$ cat src/rtl/alu_arbiter_pkg.sv
// Shared constants for the ALU arbiter: data width, ALU opcodes,
// FSM state encoding and a small grant helper.
package alu_arbiter_pkg;

    localparam int DATA_WIDTH = 32;

    typedef enum logic [2:0] {
        ALU_AND = 3'b000,
        ALU_OR  = 3'b001,
        ALU_ADD = 3'b010,
        ALU_SUB = 3'b110,
        ALU_SLT = 3'b111
    } alu_op_e;

    typedef enum logic [1:0] {
        ST_IDLE = 2'b00,
        ST_EXEC = 2'b01,
        ST_RESP = 2'b10
    } arb_state_e;

    function automatic logic [1:0] onehot2(input logic idx);
        return idx ? 2'b10 : 2'b01;
    endfunction

endpackage

$ cat src/rtl/alu_arbiter_if.sv
// Request/response bundle between two requesters and the ALU arbiter.
// master = requester side, slave = arbiter side.
interface alu_arbiter_if #(
    parameter int DATA_WIDTH = alu_arbiter_pkg::DATA_WIDTH
);

    logic [1:0]            req_valid;
    logic [1:0]            req_ready;
    logic [DATA_WIDTH-1:0] req0_A;
    logic [DATA_WIDTH-1:0] req0_B;
    logic [2:0]            req0_ALUop;
    logic [DATA_WIDTH-1:0] req1_A;
    logic [DATA_WIDTH-1:0] req1_B;
    logic [2:0]            req1_ALUop;

    logic [1:0]            resp_valid;
    logic [1:0]            resp_ready;
    logic [DATA_WIDTH-1:0] resp_Result;
    logic                  resp_Overflow;
    logic                  resp_CarryOut;
    logic                  resp_Zero;

    modport master (
        output req_valid,
        output req0_A,
        output req0_B,
        output req0_ALUop,
        output req1_A,
        output req1_B,
        output req1_ALUop,
        output resp_ready,
        input  req_ready,
        input  resp_valid,
        input  resp_Result,
        input  resp_Overflow,
        input  resp_CarryOut,
        input  resp_Zero
    );

    modport slave (
        input  req_valid,
        input  req0_A,
        input  req0_B,
        input  req0_ALUop,
        input  req1_A,
        input  req1_B,
        input  req1_ALUop,
        input  resp_ready,
        output req_ready,
        output resp_valid,
        output resp_Result,
        output resp_Overflow,
        output resp_CarryOut,
        output resp_Zero
    );

endinterface

$ cat src/rtl/alu_arbiter_alu.sv
// 32-bit combinational ALU: AND, OR, ADD, SUB, SLT.
// Overflow/CarryOut come from the adder and are reported for ADD/SUB only.
module alu
    import alu_arbiter_pkg::*;
(
    input  logic [DATA_WIDTH-1:0] A,
    input  logic [DATA_WIDTH-1:0] B,
    input  logic [2:0]            ALUop,
    output logic                  Overflow,
    output logic                  CarryOut,
    output logic                  Zero,
    output logic [DATA_WIDTH-1:0] Result
);

    localparam int MSB = DATA_WIDTH - 1;

    logic                  sub;
    logic [DATA_WIDTH-1:0] b_eff;
    logic [DATA_WIDTH:0]   sum;
    logic                  add_ovf;

    // SUB and SLT share the adder as A + ~B + 1
    always_comb begin
        sub     = ALUop[2];
        b_eff   = sub ? ~B : B;
        sum     = {1'b0, A} + {1'b0, b_eff}
                + {{DATA_WIDTH{1'b0}}, sub};
        add_ovf = (A[MSB] == b_eff[MSB]) && (sum[MSB] != A[MSB]);
    end

    always_comb begin
        Result   = '0;
        Overflow = 1'b0;
        CarryOut = 1'b0;
        case (ALUop)
            ALU_AND: Result = A & B;
            ALU_OR:  Result = A | B;
            ALU_ADD,
            ALU_SUB: begin
                Result   = sum[MSB:0];
                Overflow = add_ovf;
                CarryOut = sum[DATA_WIDTH];
            end
            ALU_SLT: Result = {{MSB{1'b0}}, sum[MSB] ^ add_ovf};
            default: Result = '0;
        endcase
        Zero = (Result == '0);
    end

endmodule

$ cat src/rtl/alu_arbiter.sv
// Round-robin sharing of one ALU between two valid/ready requesters.
// IDLE accepts, EXEC evaluates registered operands, RESP holds the result.
module alu_arbiter #(
    parameter int DATA_WIDTH = 32,
    parameter int CNT_WIDTH  = 32
) (
    input  logic                 clk,
    input  logic                 rst_n,
    alu_arbiter_if.slave         bus,
    output logic                 busy,
    output logic [CNT_WIDTH-1:0] op_count
);

    import alu_arbiter_pkg::*;

    arb_state_e            state_q, state_d;
    logic                  owner_q, owner_d;
    logic                  last_grant_q, last_grant_d;
    logic [DATA_WIDTH-1:0] a_q, a_d;
    logic [DATA_WIDTH-1:0] b_q, b_d;
    logic [2:0]            op_q, op_d;
    logic [DATA_WIDTH-1:0] res_q, res_d;
    logic                  ovf_q, ovf_d;
    logic                  cout_q, cout_d;
    logic                  zero_q, zero_d;
    logic [1:0]            rvld_q, rvld_d;
    logic [CNT_WIDTH-1:0]  cnt_q, cnt_d;

    logic                  winner;
    logic [1:0]            req_ready;
    logic                  hs;

    logic [DATA_WIDTH-1:0] alu_res;
    logic                  alu_ovf;
    logic                  alu_cout;
    logic                  alu_zero;

    alu u_alu (
        .A        (a_q),
        .B        (b_q),
        .ALUop    (op_q),
        .Overflow (alu_ovf),
        .CarryOut (alu_cout),
        .Zero     (alu_zero),
        .Result   (alu_res)
    );

    // On a tie the requester not granted last time wins
    always_comb begin
        winner    = (&bus.req_valid) ? ~last_grant_q
                                     : bus.req_valid[1];
        req_ready = 2'b00;
        if (state_q == ST_IDLE && rst_n && |bus.req_valid)
            req_ready = onehot2(winner);
        hs        = |(bus.req_valid & req_ready);
    end

    always_comb begin
        state_d      = state_q;
        owner_d      = owner_q;
        last_grant_d = last_grant_q;
        a_d          = a_q;
        b_d          = b_q;
        op_d         = op_q;
        res_d        = res_q;
        ovf_d        = ovf_q;
        cout_d       = cout_q;
        zero_d       = zero_q;
        rvld_d       = rvld_q;
        cnt_d        = cnt_q;
        unique case (state_q)
            ST_IDLE: begin
                if (hs) begin
                    a_d     = winner ? bus.req1_A : bus.req0_A;
                    b_d     = winner ? bus.req1_B : bus.req0_B;
                    op_d    = winner ? bus.req1_ALUop
                                     : bus.req0_ALUop;
                    owner_d = winner;
                    state_d = ST_EXEC;
                end
            end
            ST_EXEC: begin
                res_d   = alu_res;
                ovf_d   = alu_ovf;
                cout_d  = alu_cout;
                zero_d  = alu_zero;
                rvld_d  = onehot2(owner_q);
                state_d = ST_RESP;
            end
            ST_RESP: begin
                if (bus.resp_ready[owner_q]) begin
                    rvld_d       = 2'b00;
                    cnt_d        = cnt_q + 1'b1;
                    last_grant_d = owner_q;
                    state_d      = ST_IDLE;
                end
            end
            default: begin
                rvld_d  = 2'b00;
                state_d = ST_IDLE;
            end
        endcase
    end

    always_ff @(posedge clk or negedge rst_n) begin
        if (!rst_n) begin
            state_q      <= ST_IDLE;
            owner_q      <= 1'b0;
            last_grant_q <= 1'b1;
            a_q          <= '0;
            b_q          <= '0;
            op_q         <= '0;
            res_q        <= '0;
            ovf_q        <= 1'b0;
            cout_q       <= 1'b0;
            zero_q       <= 1'b0;
            rvld_q       <= 2'b00;
            cnt_q        <= '0;
        end else begin
            state_q      <= state_d;
            owner_q      <= owner_d;
            last_grant_q <= last_grant_d;
            a_q          <= a_d;
            b_q          <= b_d;
            op_q         <= op_d;
            res_q        <= res_d;
            ovf_q        <= ovf_d;
            cout_q       <= cout_d;
            zero_q       <= zero_d;
            rvld_q       <= rvld_d;
            cnt_q        <= cnt_d;
        end
    end

    assign bus.req_ready     = req_ready;
    assign bus.resp_valid    = rvld_q;
    assign bus.resp_Result   = res_q;
    assign bus.resp_Overflow = ovf_q;
    assign bus.resp_CarryOut = cout_q;
    assign bus.resp_Zero     = zero_q;
    assign busy              = (state_q != ST_IDLE);
    assign op_count          = cnt_q;

endmodule

$ cat src/flat_wrapper.sv
// flat-port wrapper written by rule: the top's interface ports become plain ports
module alu_arbiter_flat import alu_arbiter_pkg::*;
#(
    parameter int DATA_WIDTH = 32,
    parameter int CNT_WIDTH  = 32
)
  (clk, rst_n, busy, op_count, bus_req_valid, bus_req0_A, bus_req0_B, bus_req0_ALUop, bus_req1_A, bus_req1_B, bus_req1_ALUop, bus_resp_ready, bus_req_ready, bus_resp_valid, bus_resp_Result, bus_resp_Overflow, bus_resp_CarryOut, bus_resp_Zero);
  alu_arbiter_if #(.DATA_WIDTH(DATA_WIDTH)) bus_i ();
  input  logic clk;
  input  logic rst_n;
  output logic busy;
  output logic [CNT_WIDTH-1:0] op_count;
  input wire logic [$bits(bus_i.req_valid)-1:0] bus_req_valid;
  input wire logic [$bits(bus_i.req0_A)-1:0] bus_req0_A;
  input wire logic [$bits(bus_i.req0_B)-1:0] bus_req0_B;
  input wire logic [$bits(bus_i.req0_ALUop)-1:0] bus_req0_ALUop;
  input wire logic [$bits(bus_i.req1_A)-1:0] bus_req1_A;
  input wire logic [$bits(bus_i.req1_B)-1:0] bus_req1_B;
  input wire logic [$bits(bus_i.req1_ALUop)-1:0] bus_req1_ALUop;
  input wire logic [$bits(bus_i.resp_ready)-1:0] bus_resp_ready;
  output wire logic [$bits(bus_i.req_ready)-1:0] bus_req_ready;
  output wire logic [$bits(bus_i.resp_valid)-1:0] bus_resp_valid;
  output wire logic [$bits(bus_i.resp_Result)-1:0] bus_resp_Result;
  output wire logic [$bits(bus_i.resp_Overflow)-1:0] bus_resp_Overflow;
  output wire logic [$bits(bus_i.resp_CarryOut)-1:0] bus_resp_CarryOut;
  output wire logic [$bits(bus_i.resp_Zero)-1:0] bus_resp_Zero;
  assign bus_i.req_valid = bus_req_valid;
  assign bus_i.req0_A = bus_req0_A;
  assign bus_i.req0_B = bus_req0_B;
  assign bus_i.req0_ALUop = bus_req0_ALUop;
  assign bus_i.req1_A = bus_req1_A;
  assign bus_i.req1_B = bus_req1_B;
  assign bus_i.req1_ALUop = bus_req1_ALUop;
  assign bus_i.resp_ready = bus_resp_ready;
  assign bus_req_ready = bus_i.req_ready;
  assign bus_resp_valid = bus_i.resp_valid;
  assign bus_resp_Result = bus_i.resp_Result;
  assign bus_resp_Overflow = bus_i.resp_Overflow;
  assign bus_resp_CarryOut = bus_i.resp_CarryOut;
  assign bus_resp_Zero = bus_i.resp_Zero;
  alu_arbiter #(.DATA_WIDTH(DATA_WIDTH), .CNT_WIDTH(CNT_WIDTH)) u_core (.clk(clk), .rst_n(rst_n), .bus(bus_i), .busy(busy), .op_count(op_count));
endmodule
$ cat config.mk
export PLATFORM = sky130hd
export DESIGN_NAME = alu_arbiter_flat
export DESIGN_NICKNAME = d
export VERILOG_FILES = /design/src/rtl/alu_arbiter_pkg.sv /design/src/rtl/alu_arbiter_if.sv /design/src/rtl/alu_arbiter_alu.sv /design/src/rtl/alu_arbiter.sv /design/src/flat_wrapper.sv
export SDC_FILE = /design/constraint.sdc
export NUM_CORES = 1
export LEC_CHECK = 0
export CAP_MARGIN = 20
export CORE_MARGIN = 1
export CORE_UTILIZATION = 55
export CTS_CLUSTER_SIZE = 12
export DETAILED_ROUTE_END_ITERATION = 8
export HOLD_SLACK_MARGIN = 0.08
export PLACE_DENSITY_LB_ADDON = 0.08
export RECOVER_POWER = 50
export SYNTH_ARGS = -nofsm -noshare
export SYNTH_HDL_FRONTEND = slang
export SYNTH_SLANG_ARGS = --single-unit
$ cat constraint.sdc
create_clock -name clk -period 9.6 [get_ports clk]
set_input_delay 1.92 -clock clk [delete_from_list [all_inputs] [get_ports clk]]
set_output_delay 1.92 -clock clk [all_outputs]
set_load 0.02 [all_outputs]
# == Word level (Yosys, flattened, before mapping) ==
# Index checks and enable logic that the tools add are counted.
# W data, S select, Z words.
# classes
n_lt_le_gt_ge,1
mux,17
n_reduce_logical,15
n_addsub,3
bitwise,7
eq_ne,10
# ops
cell,n
$pmux W32 S4,1
$mux W32,3
$add A32 B32 Y33,1
$add A33 B1 Y33,1
$add A32 B1 Y32 const B,1
$and A32 B32 Y32,1
$logic_not A32 Y1,1
$not A32 Y32,1
$or A32 B32 Y32,1
$pmux W2 S3,2
$mux W2,5
$reduce_and A2 Y1,5
$eq A3 B3 Y1 const B,2
$reduce_or A2 Y1,3
$mux W1,5
$ne A2 B1 Y1 const B,2
$eq A3 B1 Y1 const B,1
$eq A3 B2 Y1 const B,1
$logic_and A1 B1 Y1,3
$logic_not A3 Y1,1
$mux W3,1
$and A2 B2 Y2,1
$eq A2 B1 Y1 const B,1
$eq A2 B2 Y1 const B,1
7 further kinds,8
# totals
output_inout_bits,72
input_bits,140
reg_bits,140
word_cells,65

# == Longest topological paths before layout ==
# Gate-level depths: netlist of the first run.
# depth
ltp_word,9
depth_mapped,15
depth_no_buf,13

# == By module ==
# A second synthesis of the first run with hierarchy kept.
# unflattened
cells_unflattened,997
area_unflattened_um2,9529.1
# by_module_without_submodules
mod,area_each_um2,cells_per_inst,seq_area_each_um2,n_inst
alu_arbiter,6208.5,536,3504.6,1
alu,3320.7,461,0.0,1

# == Least setup slack after synthesis of the first run ==
# Ideal clock, no wire load.
# synth_timing
path_type,input to output
start,input bus_req_valid[1]
end,output bus_req_ready[0]
n_path_buf,3
stages,5
arrival_ns,3.374
t_required_ns,7.680
path_slack_ns,4.306
path_cell_list,a21boi_0 clkbuf_1 buf_1 clkbuf_1 nor2_1
# synth_between
elab_chain_len,4
elab_cells_between_ends,6
classes_between,mux: 3; reduce/logical: 3
# synth_rtl
element,line_no,source
start: declaration,flat_wrapper.sv:13,input wire logic [$bits(bus_i.req_valid)-1:0] bus_req_valid;
$reduce_and A2 Y1,alu_arbiter.sv:50,winner = (&bus.req_valid) ? ~last_grant_q
$mux W1,alu_arbiter.sv:50,
$mux W2,alu_arbiter_pkg.sv:22,return idx ? 2'b10 : 2'b01;
$mux W2 (*),alu_arbiter.sv:53,if (state_q == ST_IDLE && rst_n && |bus.req_valid)
end: declaration,flat_wrapper.sv:21,output wire logic [$bits(bus_i.req_ready)-1:0] bus_req_ready;
# Every way passes the cells marked *; elsewhere a longest branch is shown, timed or not.

# == Worst setup path after layout of the first run ==
# layout_timing
start,input bus_req_valid[1]
end,output bus_req_ready[1]
# Same word-level chain as after synthesis.

==> impl_metrics.json, run 1 <==
{
  "outcome": "finished, violations left",
  "failing_checks": "capacitance limit, slew limit",
  "p_leak_nw": 5.14,
  "ant_nets": 0,
  "ys_types": 76,
  "cts_inserted_buffers": 17,
  "grt_first_pass_wirelength_um": 38500,
  "setup_ws_ns": 3.36,
  "pwr_density_cell_nw_per_um2": 392,
  "critPathLaunch": "bus_req_valid[1]",
  "yosys_most_used_dff": "sky130_fd_sc_hd__dfrtp_1",
  "fmax_ghz": 0.160,
  "worst_path_largest_cell_delay_ns": 0.90,
  "async_flop_share": 1.00,
  "gpl.final_weighted_congestion": 0.974,
  "remaining_global_route_overflow": 0,
  "worst_hold_startpoint": "u_core.op_count[31]$_DFFE_PN0P_",
  "post_synth_edffs": 0,
  "chipHeight_um": 130,
  "crit_path_max_fanout": 7,
  "final_cycle_utilization_of_the_critical_path": 0.650,
  "cts_root_buf": "sky130_fd_sc_hd__clkbuf_16",
  "grt_util_all_layers": 0.299,
  "synth_warnings": 0,
  "maxSlewViolCount": 108,
  "worst-endpoint-required_ns": 7.68,
  "timing.max_cap.violations": 2,
  "cp-start-kind": "input port",
  "crit_chain": "dlygate4sd3_1 > a21boi_0 > and3_1 > clkdlybuf4s50_1",
  "vias": 7939,
  "ios": 212,
  "critPathSlowestCell": "sky130_fd_sc_hd__a21boi_0",
  "synthDominantCellAreaShare": 0.386,
  "number_of_flip_flops_and_latches_in_the_synthesized_netlist": 140,
  "synthCells": 972,
  "diodes": 0,
  "first_global_vias": 7534,
  "post-route-drc-count": 0,
  "dpl.hpwl_um": 18200,
  "totalWireLength_um": 23900,
  "syn-num-nets": 1148,
  "ctsHoldBuffers": 0,
  "cts_setup_buffers": 0,
  "synthesis.area_sq_um": 9010,
  "nNetsFinal": 1333,
  "fp-row-count": 46,
  "worst_setup_hold_path_clk_slew_ns": 0.06,
  "placedInstanceArea_sq_um": 11200,
  "multi_input_comb_area_sq_um": 5140,
  "period_minus_slack_ns": 6.24,
  "clock_latency_of_the_later_clocked_register_in_the_worst_skew_pair_ns": 0.42,
  "htreeDepth": 4,
  "critical_path.endpoint_type": "output pin",
  "syn_area_per_cell_sq_um": 9.27,
  "die_w_um": 130,
  "finalClockSkew_ns": 0.00728,
  "detail_route.vias_per_cell": 5.73,
  "max-vdd-ir-drop_v": 0.000175,
  "tightest_slew_ns": 4.00,
  "setup.worst_path.class": "input port to output pin",
  "drtIter0Drc": 485,
  "post_synth_main_area_contributors": "sky130_fd_sc_hd__dfrtp_1 (39%), sky130_fd_sc_hd__mux2i_1 (7.8%), sky130_fd_sc_hd__nand2_1 (6.5%)",
  "largest_net_degree_at_the_start_of_global_routing": 132,
  "grt_setup_unrepaired": "no",
  "crit_path_arrival_time_ns": 4.32,
  "sequential_cell_area_sq_um": 3500,
  "starting_density_of_the_core": 0.565,
  "dieArea_sq_um": 16900,
  "synth_area_leader_cell": "sky130_fd_sc_hd__dfrtp_1",
  "synth_seq_area_share": 0.389,
  "hold_viol_final": 0,
  "fillCellCount": 1242,
  "layout_area_overhead_pct": 30.8,
  "cts_tree": "built",
  "report.final.setup_viol": 0,
  "timing.max_slew.rel_slack": -1.67,
  "drive_above_1_share": 0.0504,
  "cts_num_sinks": 140,
  "final_cell_area_excluding_filler_cells_sq_um": 11800,
  "firstDrtPassIters": 5,
  "cts.path.max_buffers": 2,
  "worstReg2RegStart": "u_core.op_q[2]$_DFFE_PN0P_",
  "fp.coreArea_sq_um": 15900,
  "antenna_found_initial": 0,
  "avgRoutedWirePerCell_um": 17.3,
  "worst_hold_path_type": "flip-flop to flip-flop",
  "totalNegativeSetupSlack_ns": 0,
  "cts-resized-gates": 0,
  "post-place-ws_ns": 3.97,
  "placement.io_buffers": 211
}
-- worst max-delay path: cells and delay by family --
kind,cells,cell delay [ns]
buffers and inverters,2,1.16
AO/OA/AOI/OAI,1,0.90
AND/OR/NAND/NOR,1,0.33
-- cells in the mapped netlist, types with 7 or more instances --
cell	instances
sky130_fd_sc_hd__a21o_1	8
sky130_fd_sc_hd__a21oi_1	47
sky130_fd_sc_hd__a22oi_1	11
sky130_fd_sc_hd__clkbuf_1	32
sky130_fd_sc_hd__dfrtp_1	139
sky130_fd_sc_hd__ha_1	35
sky130_fd_sc_hd__inv_1	10
sky130_fd_sc_hd__maj3_1	31
sky130_fd_sc_hd__mux2i_1	70
sky130_fd_sc_hd__nand2_1	157
sky130_fd_sc_hd__nand3_1	21
sky130_fd_sc_hd__nand4_1	18
sky130_fd_sc_hd__nor2_1	38
sky130_fd_sc_hd__nor3_1	13
sky130_fd_sc_hd__o211ai_1	7
sky130_fd_sc_hd__o21ai_0	114
sky130_fd_sc_hd__o21ai_1	8
sky130_fd_sc_hd__xnor2_1	37
sky130_fd_sc_hd__xor2_1	47
-- flip-flops by register name, indices dropped and copies added (netlist names) --
register	cells
u_core.op_count	32
u_core.bus.resp_Zero	1
u_core.bus.resp_valid	2
u_core.state_q	2
u_core.bus.resp_Result	32
u_core.a_q	32
u_core.last_grant_q	1
u_core.b_q	32
u_core.owner_q	1
u_core.bus.resp_Overflow	1
u_core.op_q	3
u_core.bus.resp_CarryOut	1
-- metal layers --
layer	share of wire	global-route usage	wire [um]	up-vias
li1	-	-	-	3861
met1	0.46	0.421	10900	3699
met2	0.44	0.459	10600	344
met3	0.081	0.0549	1930	35
met4	0.020	0.108	467	0
met5	0	0	0	-
-- per-stage QoR --
step	hold WS (ns)	utilization	cells	power, mW
final	0.468	0.739	1386	4.62
after global routing	0.496	0.739	1386	4.98
after CTS	0.467	0.743	1386	4.64
after detailed placement	0.456	0.701	1354	3.87
after global placement	0.456	0.701	1354	3.83
after floorplan	0.485	-	972	3.13
-- cells by family after synthesis --
| family | count (synthesis) | synth area share |
|---|---|---|
| buffers and inverters | 62 | 0.0381 |
| adders and majority gates | 67 | 0.0853 |
| DFF | 140 | 0.389 |
| AOI/OAI and AO/OA | 251 | 0.172 |
| muxes | 76 | 0.0855 |
| xor gates and xnor gates | 84 | 0.0817 |
| and+or+nand+nor | 292 | 0.149 |
-- final timing paths --
kind / to / slack, ns / cells after the start
min in group asynchronous: u_core.op_count[0]$_DFFE_PN0P_ / 1.48 / 1
setup / recovery: bus_req_ready[1] / 3.36 / 4
max in group asynchronous: u_core.b_q[25]$_DFFE_PN0P_ / 3.88 / 2
hold reg to reg: u_core.op_count[31]$_DFFE_PN0P_ / 0.47 / 1
hold / removal: u_core.op_count[31]$_DFFE_PN0P_ / 0.47 / 1
setup reg to reg: u_core.bus.resp_Zero$_DFFE_PN0N_ / 4.20 / 12
-- layout make-up --
class / instances / share of cell area
clock buffer: 20 / 0.0388
timing repair buffer: 218 / 0.183
tap: 216 / 0.0229
inverter: 10 / 0.00319
clock inverter: 12 / 0.0185
multi-input combinational: 770 / 0.436
sequential: 140 / 0.297
-- report_power, final --
part | switching [mW] | leakage, nW | internal (mW)
sequential | 0.235 | 1.80 | 0.800
combinational | 1.70 | 3.02 | 1.15
clock | 0.243 | 0.322 | 0.499
total | 2.17 | 5.14 | 2.45
-- placed cells by master (no fill, tap or decap), types with 8 or more instances in the layout --
| master | instances |
|---|---|
| sky130_fd_sc_hd__clkbuf_16 | 17 |
| sky130_fd_sc_hd__a21o_1 | 8 |
| sky130_fd_sc_hd__nand4_1 | 18 |
| sky130_fd_sc_hd__mux2i_1 | 70 |
| sky130_fd_sc_hd__maj3_1 | 31 |
| sky130_fd_sc_hd__nor3_1 | 14 |
| sky130_fd_sc_hd__nand3_1 | 21 |
| sky130_fd_sc_hd__a21oi_1 | 47 |
| sky130_fd_sc_hd__nand2_1 | 156 |
| sky130_fd_sc_hd__xor2_1 | 47 |
| sky130_fd_sc_hd__nor2_1 | 37 |
| sky130_fd_sc_hd__dfrtp_1 | 139 |
| sky130_fd_sc_hd__o21ai_0 | 115 |
| sky130_fd_sc_hd__xnor2_1 | 37 |
| sky130_fd_sc_hd__ha_1 | 35 |
| sky130_fd_sc_hd__inv_1 | 10 |
| sky130_fd_sc_hd__clkdlybuf4s50_1 | 204 |
| sky130_fd_sc_hd__a22oi_1 | 11 |
Power figures use the tool's default switching activity.
==> inputs of run 2 (changes only) <==
- CORE_UTILIZATION: 55 -> 46
- clock period: 9.6 -> 5.59 ns (I/O delays scaled with it)
==> run 2 against run 1 <==
The flow still finishes with violations (capacitance limit, slew limit). Worst setup slack worse by 2.1 ns. Global-route usage is 4.7 points lower. Hold slack worse by 0.0070 ns. Die area is 19% higher. Total power is 71% higher. Final cell count is 3.3% higher. Critical path depth stayed put. Critical path type unchanged. First-iteration DRC count is 27% lower. Cell area is 0.33% higher.
==> impl_metrics.json, run 2 (same netlist as run 1, synthesis figures left out) <==
{
  "outcome": "finished, violations left",
  "failing_checks": "capacitance limit, slew limit",
  "mostFrequentLayoutCell": "sky130_fd_sc_hd__clkdlybuf4s50_1",
  "gpl.final_weighted_congestion": 0.887,
  "vias": 7756,
  "timing.max_cap.violations": 1,
  "clock_latency_of_the_later_clocked_register_in_the_worst_skew_pair_ns": 0.42,
  "critical_path.n_buffers_inverters": 2,
  "fillCellCount": 1668,
  "number_of_cells_on_the_worst_hold_path": 1,
  "totalNegativeSetupSlack_ns": 0,
  "top_library_cells_by_usage_in_the_layout_fill_and_taps_aside": "sky130_fd_sc_hd__clkdlybuf4s50_1 (192), sky130_fd_sc_hd__nand2_1 (157), sky130_fd_sc_hd__dfrtp_1 (139)",
  "dpl.hpwl_um": 18600,
  "final_cycle_utilization_of_the_critical_path": 0.782,
  "fmax_ghz": 0.229,
  "fp.coreArea_sq_um": 19000,
  "critical_path_cell_count": 4,
  "worst_hold_path_type": "flip-flop to flip-flop",
  "htreeDepth": 4,
  "cts_root_buf": "sky130_fd_sc_hd__clkbuf_16",
  "setup_ws_ns": 1.22,
  "nNetsFinal": 1335,
  "worst-endpoint-required_ns": 4.47,
  "hold_viol_final": 0,
  "finish.utilization": 0.624,
  "cp-start-kind": "input port",
  "worst_setup_hold_path_clk_slew_ns": 0.06,
  "crit_path_max_fanout": 20,
  "drive_above_1_share": 0.0563,
  "diodes": 0,
  "ios": 212,
  "avgRoutedWirePerCell_um": 16.7,
  "starting_density_of_the_core": 0.475,
  "cts_setup_buffers": 0,
  "grt_setup_unrepaired": "no",
  "chipHeight_um": 142,
  "grt_first_pass_wirelength_um": 39300,
  "crit_path_arrival_time_ns": 3.26,
  "p_leak_nw": 5.16,
  "grt_util_all_layers": 0.252,
  "report.final.setup_viol": 0,
  "maxSlewViolCount": 62,
  "placement.io_buffers": 211,
  "die_w_um": 142,
  "detail_route.vias_per_cell": 5.42,
  "drtIter0Drc": 355,
  "r2r_setup_slack_ns": 1.33,
  "period_minus_slack_ns": 4.37,
  "layout_area_overhead_pct": 31.2,
  "max-vdd-ir-drop_v": 0.000250,
  "setup.worst_path.class": "input port to output pin",
  "totalWireLength_um": 23900,
  "timing.max_slew.rel_slack": -0.0404,
  "finalClockSkew_ns": 0.00882,
  "r2r_cells": 13,
  "ctsHoldBuffers": 0,
  "multi_input_comb_area_sq_um": 5180,
  "sequential_cell_area_sq_um": 3500,
  "cts.path.max_buffers": 2,
  "largest_net_degree_at_the_start_of_global_routing": 127,
  "pwr_density_cell_nw_per_um2": 668,
  "cts_inserted_buffers": 17,
  "post-place-ws_ns": 1.55,
  "post-route-drc-count": 0,
  "first_global_vias": 7508,
  "worst_path_largest_cell_delay_ns": 0.70,
  "cts-resized-gates": 0,
  "critPathSlowestCell": "sky130_fd_sc_hd__clkbuf_1",
  "remaining_global_route_overflow": 0,
  "critical_path.endpoint_type": "output pin",
  "ant_nets": 0,
  "fin_hold_ws_ns": 0.461,
  "fp-row-count": 50,
  "tightest_slew_ns": 1.56,
  "cts_tree": "built",
  "firstDrtPassIters": 4,
  "cts_num_sinks": 140,
  "dieArea_sq_um": 20100,
  "critical-path-top-delay-family": "buffers and inverters",
  "crit_chain": "clkbuf_1 > nand2_1 > nor2_1 > clkdlybuf4s50_1",
  "antenna_found_initial": 0
}
==> run 2: changes by cell type in the layout (fill, tap and decap cells not counted), moves of 2 or more <==
cell / change
sky130_fd_sc_hd__clkdlybuf4s50_1: -12
sky130_fd_sc_hd__clkinv_4: +3
sky130_fd_sc_hd__clkbuf_2: +2
sky130_fd_sc_hd__bufinv_16: -3
sky130_fd_sc_hd__dlygate4sd3_1: +12
sky130_fd_sc_hd__buf_4: +3
sky130_fd_sc_hd__clkbuf_1: -2
sky130_fd_sc_hd__inv_6: +2
==> run 2: path summary, 6_finish.rpt <==
check                                                 from                                to
max reg2reg                     u_core.op_q[2]$_DFFE_PN0P_  u_core.bus.resp_Zero$_DFFE_PN0N_
max                                                  rst_n                  bus_req_ready[0]
max in group asynchronous                            rst_n   u_core.op_count[29]$_DFFE_PN0P_
min                        u_core.op_count[31]$_DFFE_PN0P_   u_core.op_count[31]$_DFFE_PN0P_
min in group asynchronous                            rst_n    u_core.op_count[8]$_DFFE_PN0P_
min reg2reg                u_core.op_count[31]$_DFFE_PN0P_   u_core.op_count[31]$_DFFE_PN0P_
==> run 2: area by class of cell <==
cell class	instances	share of cell area
Tap cell	260	0.0275
Timing Repair Buffer	220	0.183
Sequential cell	140	0.296
Multi-Input combinational cell	770	0.438
Clock buffer	19	0.0375
Inverter	10	0.00317
Clock inverter	13	0.0141
==> run 2: layer usage <==
layer  share of wire  wire [um]  track usage
met1            0.50      12100        0.385
met4           0.011        253       0.0640
met3           0.063       1510       0.0424
met2            0.42      10100        0.366
met5               0          0            0
==> run 2: power by group <==
part	internal, mW	switching (mW)	total [mW]
registers	1.37	0.417	1.79
clock network	0.716	0.447	1.16
logic	2.00	2.95	4.95
==> run 2: metrics by stage <==
step | total power [mW] | instance area (sq um) | instances
final | 7.90 | 11800 | 1432
after global routing | 8.57 | 11800 | 1432
after CTS | 7.90 | 11800 | 1432
after detailed placement | 6.70 | 11200 | 1400
after global placement | 6.69 | 11200 | 1400
after floorplan | 5.38 | 9010 | 972
==> run 2: worst register-to-register path, cell delays in order (launching register included) <==
cell,delay [ns]
sky130_fd_sc_hd__dfrtp_1,0.93
sky130_fd_sc_hd__xor2_1,0.25
sky130_fd_sc_hd__inv_1,0.08
sky130_fd_sc_hd__fa_1,0.43
sky130_fd_sc_hd__nand2b_1,0.22
sky130_fd_sc_hd__a211oi_4,0.31
sky130_fd_sc_hd__o211ai_1,0.21
sky130_fd_sc_hd__a2111oi_2,0.53
sky130_fd_sc_hd__o211ai_1,0.16
sky130_fd_sc_hd__a21oi_1,0.16
sky130_fd_sc_hd__o31ai_1,0.10
sky130_fd_sc_hd__a221o_1,0.28
sky130_fd_sc_hd__or3_1,0.32
sky130_fd_sc_hd__o31ai_2,0.20
==> inputs of run 3 (changes only) <==
- clock period: 5.59 -> 3.5 ns (I/O delays scaled with it)
==> run 3 against run 2 <==
The run still ends with capacitance limit, slew limit left. Sequential power increased by 58%. Count of clock-buffer cells in the layout unchanged. Total power increased by 78%. Hold slack improved by 0.0067 ns. Core utilization up 3.4 points. Final cell count rose by 4.1%. Sequential cell count is the same.
==> impl_metrics.json, run 3 (same netlist as run 1, synthesis figures left out) <==
{
  "final_cycle_utilization_of_the_critical_path": 0.979,
  "layout_area_overhead_pct": 38.5,
  "remaining_global_route_overflow": 0,
  "worst-endpoint-required_ns": 3.84,
  "mostFrequentLayoutCell": "sky130_fd_sc_hd__clkdlybuf4s50_1",
  "fp-row-count": 50,
  "antenna_found_initial": 0,
  "worstReg2RegStart": "u_core.op_q[2]$_DFFE_PN0P_",
  "r2r_cells": 13,
  "grt_setup_unrepaired": "yes",
  "worst_hold_startpoint": "u_core.op_count[31]$_DFFE_PN0P_",
  "r2r-end": "u_core.bus.resp_Zero$_DFFE_PN0N_",
  "timing.max_slew.rel_slack": -0.305,
  "worst_path_largest_cell_delay_ns": 0.45,
  "timing.max_cap.violations": 3,
  "first_global_vias": 7568,
  "chipHeight_um": 142,
  "cts.path.max_buffers": 2,
  "critical_path.endpoint_type": "flip-flop",
  "drtIter0Drc": 440,
  "nNetsFinal": 1394,
  "vias": 8004,
  "critPathSlowestCell": "sky130_fd_sc_hd__dfrtp_2",
  "p_leak_nw": 5.44,
  "failing_checks": "capacitance limit, slew limit",
  "diodes": 0,
  "placement.io_buffers": 211,
  "post-route-drc-count": 0,
  "cp-start-kind": "flip-flop",
  "crit_chain": "buf_6 > xor2_1 > ha_1 > a21o_1 > or4_4 > o221ai_4 > a21oi_2 > or3_1 > a32oi_1 > and4_1 > and4bb_1 > nand4_1 > o31ai_2",
  "starting_density_of_the_core": 0.475,
  "top_library_cells_by_usage_in_the_layout_fill_and_taps_aside": "sky130_fd_sc_hd__clkdlybuf4s50_1 (209), sky130_fd_sc_hd__nand2_1 (155), sky130_fd_sc_hd__dfrtp_1 (138)",
  "hold_viol_final": 0,
  "setup.worst_path.class": "flip-flop to flip-flop",
  "r2r_setup_slack_ns": 0.07,
  "largest_net_degree_at_the_start_of_global_routing": 137,
  "totalWireLength_um": 24900,
  "gpl.final_weighted_congestion": 0.947,
  "fp.coreArea_sq_um": 19000,
  "maxSlewViolCount": 279,
  "detail_route.vias_per_cell": 5.37,
  "pwr_density_cell_nw_per_um2": 1130,
  "die_w_um": 142,
  "ios": 212,
  "grt_first_pass_wirelength_um": 39600,
  "max-vdd-ir-drop_v": 0.000454,
  "crit_path_arrival_time_ns": 3.76,
  "worst_setup_hold_path_clk_slew_ns": 0.06,
  "crit_path_max_fanout": 5,
  "clock_latency_of_the_later_clocked_register_in_the_worst_skew_pair_ns": 0.43,
  "number_of_cells_on_the_worst_hold_path": 1,
  "finalClockSkew_ns": 0.00674,
  "ant_nets": 0,
  "fillCellCount": 1641,
  "outcome": "finished, violations left",
  "dpl.hpwl_um": 19600,
  "cts_tree": "built",
  "period_minus_slack_ns": 3.43,
  "htreeDepth": 4,
  "worst_hold_path_type": "flip-flop to flip-flop",
  "hold-path-endpoint": "u_core.op_count[31]$_DFFE_PN0P_",
  "finish.utilization": 0.658,
  "report.final.setup_viol": 0,
  "cts_root_buf": "sky130_fd_sc_hd__clkbuf_16",
  "cts_inserted_buffers": 17,
  "fin_hold_ws_ns": 0.467,
  "firstDrtPassIters": 4,
  "dieArea_sq_um": 20100,
  "tightest_slew_ns": 1.96,
  "avgRoutedWirePerCell_um": 16.7,
  "fmax_ghz": 0.292,
  "cts_num_sinks": 140,
  "ctsHoldBuffers": 0,
  "grt_util_all_layers": 0.255,
  "drive_above_1_share": 0.123
}
-- run 3: area by class of cell --
| cell class | count | area [sq um] | area share |
|---|---|---|---|
| Clock buffer | 19 | 443 | 0.0355 |
| Clock inverter | 13 | 165 | 0.0132 |
| Tap cell | 260 | 325 | 0.0261 |
| Sequential cell | 140 | 3510 | 0.281 |
| Inverter | 10 | 37.5 | 0.00301 |
| Timing Repair Buffer | 279 | 2650 | 0.212 |
| Multi-Input combinational cell | 770 | 5360 | 0.429 |
-- run 3: worst max path at each step --
| stage | startpoint | end | slack [ns] | cells after the start |
|---|---|---|---|---|
| after floorplan | u_core.op_q[2]$_DFFE_PN0P_ | u_core.bus.resp_Zero$_DFFE_PN0N_ | 0.01 | 14 |
| after global placement | u_core.op_q[2]$_DFFE_PN0P_ | u_core.bus.resp_Zero$_DFFE_PN0N_ | 0.01 | 13 |
| final | u_core.op_q[2]$_DFFE_PN0P_ | u_core.bus.resp_Zero$_DFFE_PN0N_ | 0.07 | 13 |
| after global routing | u_core.op_q[2]$_DFFE_PN0P_ | u_core.bus.resp_Zero$_DFFE_PN0N_ | -0.11 | 14 |
| after CTS | u_core.op_q[2]$_DFFE_PN0P_ | u_core.bus.resp_Zero$_DFFE_PN0N_ | 0.007 | 14 |
| after detailed placement | u_core.op_q[2]$_DFFE_PN0P_ | u_core.bus.resp_Zero$_DFFE_PN0N_ | -0.03 | 13 |
-- run 3: stage by stage --
stage                     setup TNS [ns]  worst slack, ns  cell area (sq um)  power [mW]  cells
after floorplan                        0           0.0139               9010        8.60    972
final                                  0           0.0740              12500        14.1   1491
after global routing              -0.110           -0.110              12500        15.1   1491
after global placement                 0           0.0123              11700        11.7   1458
after detailed placement         -0.0266          -0.0266              11700        11.7   1458
after CTS                              0          0.00698              12400        13.7   1490
-- run 3: worst max-delay path: cells and delay by family, from the launching register on --
kind / cells / cell delay [ns]
AND/OR/NAND/NOR: 5 / 1.31
AO/OA/AOI/OAI: 5 / 0.89
flip-flops: 1 / 0.45
adder cells (fa/ha/maj): 1 / 0.35
buffers and inverters: 1 / 0.16
XOR/XNOR: 1 / 0.16
-- run 3: what timing repair did --
item | in CTS | in global routing
gates resized for setup | 5 | 26
endpoints found under the setup margin | 1 | 3
hold endpoints to repair | 0 | 0
pin swaps | 2 | 12
buffers inserted | 0 | 1
-- run 3: metal layers --
layer	wire, um	track usage	up-vias
met1	12500	0.382	3730
li1	-	-	3980
met4	351	0.0753	0
met2	10500	0.373	270
met5	0	0	-
met3	1510	0.0441	24
-- run 3: power breakdown --
group	switching [mW]	leakage (nW)	internal, mW	total [mW]
registers	0.621	1.80	2.20	2.82
logic	5.23	3.36	4.18	9.41
clock network	0.718	0.286	1.14	1.86
